--- config.mk ---
export PLATFORM = sky130hd
export DESIGN_NAME = fifo_umbral
export DESIGN_NICKNAME = d
export VERILOG_FILES = /design/src/rtl/fifo_pkg.sv /design/src/rtl/fifo_mem.sv /design/src/rtl/fifo_umbral.sv
export SDC_FILE = /design/constraint.sdc
export NUM_CORES = 1
export LEC_CHECK = 0
export CORE_ASPECT_RATIO = 0.7
export CORE_UTILIZATION = 45
export CTS_CLUSTER_DIAMETER = 40
export DETAILED_ROUTE_END_ITERATION = 7
export PLACE_DENSITY = 0.61
export REMOVE_ABC_BUFFERS = 1
export SYNTH_ARGS = -nofsm -noshare
export SYNTH_HDL_FRONTEND = slang
export SYNTH_HIERARCHICAL = 1
export SYNTH_SLANG_ARGS = --single-unit
--- constraint.sdc ---
create_clock -name clk -period 4 [get_ports clk]
set_input_delay 0.6 -clock clk [delete_from_list [all_inputs] [get_ports clk]]
set_output_delay 0.6 -clock clk [all_outputs]
set_load 0.01 [all_outputs]
--- src/rtl/fifo_pkg.sv ---
// Shared constants for the per-port FIFOs and the arbiter/demux stages that
// consume the packed word layout.
package fifo_pkg;

    localparam int FIFO_DATA_W = 10;
    localparam int FIFO_DEPTH  = 8;
    localparam int FIFO_ADDR_W = 3;

    // Packed word layout: dest [9:8], class [7:6], payload [5:0]
    localparam int DEST_HI    = 9;
    localparam int DEST_LO    = 8;
    localparam int CLASS_HI   = 7;
    localparam int CLASS_LO   = 6;
    localparam int PAYLOAD_HI = 5;
    localparam int PAYLOAD_LO = 0;

    typedef struct packed {
        logic [DEST_HI-DEST_LO:0]       dest;
        logic [CLASS_HI-CLASS_LO:0]     cls;
        logic [PAYLOAD_HI-PAYLOAD_LO:0] payload;
    } fifo_word_t;

endpackage

--- src/rtl/fifo_mem.sv ---
// DEPTH x DATA_W storage array: one synchronous write port and one registered
// read port. Only the read register is reset; the array itself is not.
module fifo_mem
    import fifo_pkg::*;
#(
    parameter int DATA_W = FIFO_DATA_W,
    parameter int DEPTH  = FIFO_DEPTH,
    parameter int ADDR_W = FIFO_ADDR_W
) (
    input  logic              clk,
    input  logic              reset,
    input  logic              wr_en,
    input  logic [ADDR_W-1:0] wr_addr,
    input  logic [DATA_W-1:0] wr_data,
    input  logic              rd_en,
    input  logic [ADDR_W-1:0] rd_addr,
    output logic [DATA_W-1:0] rd_data
);

    logic [DATA_W-1:0] mem_q [DEPTH];
    logic [DATA_W-1:0] rd_data_q;

    always_ff @(posedge clk) begin
        if (wr_en) begin
            mem_q[wr_addr] <= wr_data;
        end
    end

    // Read samples the pre-edge contents, so a same-slot write returns the old word.
    always_ff @(posedge clk) begin
        if (!reset) begin
            rd_data_q <= '0;
        end else if (rd_en) begin
            rd_data_q <= mem_q[rd_addr];
        end
    end

    assign rd_data = rd_data_q;

endmodule

--- src/rtl/fifo_umbral.sv ---
// Single-clock FIFO with programmable almost-full/almost-empty thresholds.
// Define FIFO_ERR_EN to add sticky overflow/underflow outputs.
module fifo_umbral
    import fifo_pkg::*;
#(
    parameter int DATA_W = FIFO_DATA_W,
    parameter int DEPTH  = FIFO_DEPTH,
    parameter int ADDR_W = FIFO_ADDR_W
) (
    input  logic              clk,
    input  logic              reset,
    input  logic              push,
    input  logic [DATA_W-1:0] data_in,
    input  logic              pop,
    output logic [DATA_W-1:0] data_out,
    output logic              valid_out,
    input  logic [ADDR_W:0]   th_af,
    input  logic [ADDR_W:0]   th_ae,
    output logic              full,
    output logic              empty,
    output logic              almost_full,
    output logic              almost_empty,
`ifdef FIFO_ERR_EN
    output logic              overflow,
    output logic              underflow,
`endif
    output logic [ADDR_W:0]   fill_count
);

    localparam logic [ADDR_W:0] FULL_COUNT = (ADDR_W+1)'(DEPTH);

    logic [ADDR_W-1:0] wr_ptr_q, wr_ptr_d;
    logic [ADDR_W-1:0] rd_ptr_q, rd_ptr_d;
    logic [ADDR_W:0]   count_q, count_d;
    logic              valid_q;
    logic              pop_ok, push_ok;

    assign empty        = (count_q == '0);
    assign full         = (count_q == FULL_COUNT);
    assign almost_full  = (count_q >= th_af);
    assign almost_empty = (count_q <= th_ae);
    assign fill_count   = count_q;
    assign valid_out    = valid_q;

    // A full FIFO still takes a push when a pop frees a slot on the same edge.
    assign pop_ok  = pop & ~empty;
    assign push_ok = push & (~full | pop_ok);

    always_comb begin
        wr_ptr_d = wr_ptr_q;
        rd_ptr_d = rd_ptr_q;
        count_d  = count_q;
        if (push_ok) begin
            wr_ptr_d = wr_ptr_q + 1'b1;
        end
        if (pop_ok) begin
            rd_ptr_d = rd_ptr_q + 1'b1;
        end
        case ({push_ok, pop_ok})
            2'b10:   count_d = count_q + 1'b1;
            2'b01:   count_d = count_q - 1'b1;
            default: count_d = count_q;
        endcase
    end

    always_ff @(posedge clk) begin
        if (!reset) begin
            wr_ptr_q <= '0;
            rd_ptr_q <= '0;
            count_q  <= '0;
            valid_q  <= 1'b0;
        end else begin
            wr_ptr_q <= wr_ptr_d;
            rd_ptr_q <= rd_ptr_d;
            count_q  <= count_d;
            valid_q  <= pop_ok;
        end
    end

`ifdef FIFO_ERR_EN
    logic overflow_q, underflow_q;

    always_ff @(posedge clk) begin
        if (!reset) begin
            overflow_q  <= 1'b0;
            underflow_q <= 1'b0;
        end else begin
            overflow_q  <= overflow_q | (push & full & ~pop_ok);
            underflow_q <= underflow_q | (pop & empty);
        end
    end

    assign overflow  = overflow_q;
    assign underflow = underflow_q;
`endif

    fifo_mem #(
        .DATA_W (DATA_W),
        .DEPTH  (DEPTH),
        .ADDR_W (ADDR_W)
    ) u_mem (
        .clk     (clk),
        .reset   (reset),
        .wr_en   (push_ok & reset),
        .wr_addr (wr_ptr_q),
        .wr_data (data_in),
        .rd_en   (pop_ok & reset),
        .rd_addr (rd_ptr_q),
        .rd_data (data_out)
    );

endmodule

; ---- After elaboration in Yosys (flattened, before gate mapping)
; Memory sizes are Yosys's and may differ from the RTL's. A register that Yosys moved wholly into a read port is not among the register bits.
; Cells that the tools add are included.
[word_totals]
ff_bits = 11
latch_bits = 0
mem_bits_rw = 80
mem_bits_ro = 0
output_inout_bits = 19
wordCells = 27
n_memories = 1
[op_classes]
add_sub_neg = 4
mul = 0
div = 0
n_lt_le_gt_ge = 2
n_eq_ne = 3
shift = 0
n_mux = 3
bitwise = 7
n_reduce_logical = 3
[mem_list]
columns = name, depth, word_bits, read_ports, rd_clocked_by_memory_dff, wr, line_no
row1 = u_mem.mem_q, 8, 10, 1, 1, 1, fifo_mem.sv:20  ; logic [DATA_W-1:0] mem_q [DEPTH];
[op_table]
columns = operator, n
row1 = one-hot mux 4 bit (2 select lines), 1
row2 = "adder 3 x 1 -> 3 bit, second input constant", 2
row3 = "adder 4 x 1 -> 4 bit, second input constant", 1
row4 = AND 1 bit, 4
row5 = "== test 4 bit, second input constant", 1
row6 = >= comparator 4 bit, 1
row7 = <= comparator 4 bit, 1
row8 = zero test 4 bit, 1
row9 = "subtractor 4 x 1 -> 4 bit, second input constant", 1
row10 = "== test 2 x 1 -> 1 bit, second input constant", 1
row11 = "== test 2 bit, second input constant", 1
row12 = two-way mux 1 bit, 2
row13 = NOT 1 bit, 2
row14 = nonzero test 2 bit, 1
row15 = zero test 1 bit, 1
row16 = bitwise OR 1 bit, 1

; ---- Depth between registers and ports, before layout
[logic_depth]
word_depth = 8
depth_mapped = 10
depth_no_buf = 9

; ---- By module
; The synthesis kept the hierarchy.
[by_module_without_submodules]
columns = module, n_inst, cells_per_inst, area_per_inst_um2, seq_area_each_um2
row1 = fifo_mem, 1, 195, 3438.3, 2602.5
row2 = fifo_umbral, 1, 94, 850.8, 220.2

; ---- Least setup slack after synthesis
; Ideal clock, no wire load.
[synth_path]
path_kind = register to register
from = register count_q[0], in the netlist fill_count[0]
to = register count_q[3], in the netlist fill_count[3]
setup_ps = 115
arrival_time_ps = 2418
path_slack_ps = 1468
path_stages_with_launch = 11
period_less_slack_ps = 2532
path_cell_list = dfxtp_1 -> buf_6 -> or3_4 -> o21ai_2 -> nand2b_1 -> inv_1 -> ha_1 -> a21oi_1 -> a211o_1 -> a32o_1 -> o21a_1
[synth_via]
elab_chain_cells = 7
elab_cells_between_ends = 13
cone_classes = 2 x add/sub / 3 x eq/ne / 1 x mux / 5 x bitwise / 2 x reduce/logical
[synth_rtl]
columns = element, line_no
row1 = from (decl), fifo_umbral.sv:34  ; logic [ADDR_W:0] count_q, count_d;
row2 = from (signal assigned), fifo_umbral.sv:75  ; count_q <= count_d;
row3 = zero test 4 bit, fifo_umbral.sv:38  ; assign empty = (count_q == '0);
row4 = NOT 1 bit, fifo_umbral.sv:46  ; assign pop_ok = pop & ~empty;
row5 = AND 1 bit, fifo_umbral.sv:46
row6 = bitwise OR 1 bit, fifo_umbral.sv:47  ; assign push_ok = push & (~full | pop_ok);
row7 = AND 1 bit, fifo_umbral.sv:47
row8 = == test 2 x 1 -> 1 bit or == test 2 bit (tied branches), fifo_umbral.sv:59  ; case ({push_ok, pop_ok})
row9 = one-hot mux 4 bit (2 select lines) or nonzero test 2 bit (tied branches), -
; Several ways; a longest one is shown, not always the timed one.
; A chain may end at the register's enable or synchronous reset.

; ---- Worst setup path in the final report
[layout_path]
from = input port th_ae[1]
to = output port almost_empty
[layout_via]
elab_chain_cells = 1
[layout_rtl]
columns = element, line_no
row1 = from (decl), fifo_umbral.sv:18  ; input logic [ADDR_W:0] th_ae,
row2 = <= comparator 4 bit, fifo_umbral.sv:41  ; assign almost_empty = (count_q <= th_ae);
row3 = to (decl), fifo_umbral.sv:22  ; output logic almost_empty,
; No other way between the ends.

==> reports/metrics.yaml <==
synthesis:
  syn_area_sq_um: 4289
  synth_cell_types: 41
  yosysTopAreaCell: "edfxtp_1"
  synth-xor-area-share_pct: 1.429
  netlist_instances: 289
  synth.most_common_cell: "edfxtp_1"
  synth-edff-count: 80
  synthTopCellsByCount: "edfxtp_1, mux2i_1, dfxtp_1, mux2_2, nor2_1"
  ys_async_sr_fraction_pct: 0
  ys_seq_area_share_pct: 65.81
  synth_top_family_by_area: "multiplexers"
  synth_fa_ha_area_share_pct: 3.967
  ys.flop_type: "edfxtp_1"
  synth_top_area_share_pct: 56.01
  synth.area.top_cells: "edfxtp_1, dfxtp_1, mux2_2"
  synth.avg_cell_area_sq_um: 14.84
  yosysWarnings: 6
  synth-seq-cells: 101
  synth_compound_area_share_pct: 10.33
  synthSimpleGateAreaFrac_pct: 4.901
  muxShareOfSynthArea_pct: 10.39
sta:
  slew_viol_final: 0
  hold_violations: 0
  skew_ns: 0.005172
  fin_crit_ns: 3.145
  timing.fmax_mhz: 318.0
  setup_viol: 0
  finalCritPeriodShare_pct: 78.62
  rsz0062_at_grt: "no"
  tightest_slew_ns: 1.043
  max_slew_margin_pct: 30.21
  setup-tns-final_ns: 0
drt:
  ant_nets: 0
  remaining_drc_errors: 0
  viasPerCell: 5.274
  dr.pass1.iters: 4
  drt_wl_total_microns: 8567
  drt_iter0_drc: 234
  num_vias: 2479
  wl_per_cell_microns: 18.23
flow_run:
  drv_cap: 0
grt:
  grt.total_usage_pct: 18.66
  grt_pass1_vias: 2440
  grt_antenna_before_repair: 0
  grt_overflow_total: 0
  grt_pass1_wl_microns: 13470
  grt_max_degree: 26
place:
  dp_hpwl_microns: 5430
  port_buffers: 40
  place.gp.congestion: 0.7040
  post_dp_cell_area_sq_um: 4841
power:
  sw_frac_of_total_pct: 28.40
  powerDensity_nw_per_um2: 584.7
  p_int_mw: 2.145
  power.switching_mw: 0.8509
  comb_power_share_pct: 28.4
  ir_drop_mv: 0.2811
  p_leak_nw: 1.791
  clkPwrFrac_pct: 26.9
  p_seq_share_pct: 44.7
worst_setup_path:
  crit_fanout: 2
  cp-end-kind: "output pin"
  slowest_stage: "clkdlybuf4s50_1"
  path_buf_inv: 3
  worstSetupPathType: "input pin to output pin"
  startpoint_type: "input pin"
  cpPeakStageDelay_ns: 0.56
  cp.arrival_ns: 2.54
  crit_required_ns: 3.40
  crit_start: "th_ae[1]"
  path_cells: "clkdlybuf4s50_1, inv_1, ha_1, nor2b_1, o21a_1, o21a_1, o21ai_0, clkdlybuf4s50_1"
  cp_top_family: "buffers and inverters"
  crit-reg2reg-launch: "fill_count[1]"
clocking:
  cts_tree: "yes"
  clock-sinks: 101
  cts-root-buf: "clkbuf_16"
  post_cts_buffers: 0
  clock_latency_ns: 0.34
  cts_hold_buf: 0
  ctsResizeCount: 0
  htree_levels: 3
  path_clk_slew_ns: 0.06
  cts_buffers: 9
  cts_buffer_depth: 2
final_layout:
  regArea_sq_um: 2824
  fin_nets: 376
  multi_input_area_sq_um: 1330
  antenna_cells: 0
  syn_to_final_growth_pct: 19.46
  stdcell_area_sq_um: 5124
  drive_above_1_share_pct: 15.03
  n_fill_cell: 788
floorplan:
  io_pins: 41
  initial_utilization_pct: 46.91
  die_h_microns: 83.68
  row_count: 29
  die_w_microns: 118.7
  die_area_sq_um: 9932
  core_sq_um: 9144
worst_hold_path:
  hp-start: "u_mem/rd_data[8]"
  hold_path_class: "register to register"
status:
  status: "completed"
tightest hold or removal path: cells and delay by family (launching register included):
kind            cells  cell delay [ns]
compound gates      2             0.17
flops               1             0.32
flip-flops by register name, indices dropped and copies added (netlist names):
register       count
u_mem/rd_data     10
u_mem/mem_q       80
valid_out          1
wr_ptr_q           3
fill_count         4
rd_ptr_q           3
power groups by stage:
stage / clock network (mW) / registers [mW] / logic (mW)
floorplan: 0 / 1.38 / 0.522
global placement: 0 / 1.36 / 0.841
detailed placement: 0 / 1.36 / 0.852
CTS: 0.829 / 1.34 / 0.860
global route: 0.870 / 1.36 / 0.924
finish: 0.806 / 1.34 / 0.851
metal layers:
metal / part of all wire [%] / GRT usage (%) / up-vias
li1: - / - / 1212
met1: 47 / 26.17 / 1199
met2: 45 / 28.65 / 58
met3: 7.4 / 5.601 / 10
met4: 1.1 / 4.143 / 0
met5: 0 / 0 / -
logic make-up after synthesis:
family,count (synthesis)
multiplexers,42
AND/OR/NAND/NOR,43
adder cells (fa/ha/maj),13
flip-flops,101
XOR/XNOR,7
buffers and inverters,22
AO/OA/AOI/OAI,61
path summary, 6_finish.rpt:
| check | slack [ns] | end | cells past startpoint |
|---|---|---|---|
| min reg2reg | 0.53 | u_mem/rd_data[8] | 2 |
| max | 0.86 | almost_empty | 8 |
| max reg2reg | 1.24 | fill_count[3] | 9 |
| min | 0.53 | u_mem/rd_data[8] | 2 |
metrics by stage:
stage | setup slack [ns] | power, mW | util (%) | std cells | hold WS, ns
finish | 0.8553 | 2.996 | 56.03 | 470 | 0.5266
global route | 0.7094 | 3.151 | 56.03 | 470 | 0.5445
CTS | 0.8425 | 3.029 | 56.03 | 470 | 0.5286
detailed placement | 0.8611 | 2.216 | 52.94 | 454 | 0.5090
global placement | 0.8923 | 2.203 | 52.94 | 454 | 0.5022
floorplan | 1.502 | 1.898 | - | 278 | 0.5402
layout make-up:
type                       instances  share of cell area, %
timing repair buffer              52                  9.573
inverter                          11                 0.8059
tap                              124                  3.028
sequential                       101                  55.12
multi-input combinational        166                  25.96
clock inverter                     1                0.09768
clock buffer                      15                  5.421
cells in the final DEF, fill, tap and decap left out, types with 3 or more instances in the layout:
cell / instances
nor2_1: 19
nand2b_1: 7
ha_1: 12
buf_4: 12
a21oi_1: 13
a221o_1: 9
o22ai_1: 9
xor2_1: 3
nor3_1: 3
clkbuf_1: 3
a21o_1: 3
nand4_1: 3
o21ai_0: 12
mux2_2: 20
nand2_1: 4
clkbuf_8: 3
clkdlybuf4s50_1: 40
o21a_1: 3
xnor2_1: 4
inv_1: 10
mux2i_1: 22
edfxtp_1: 80
dfxtp_1: 20
clkbuf_16: 9
No activity file was read; power rests on OpenSTA's default activity.
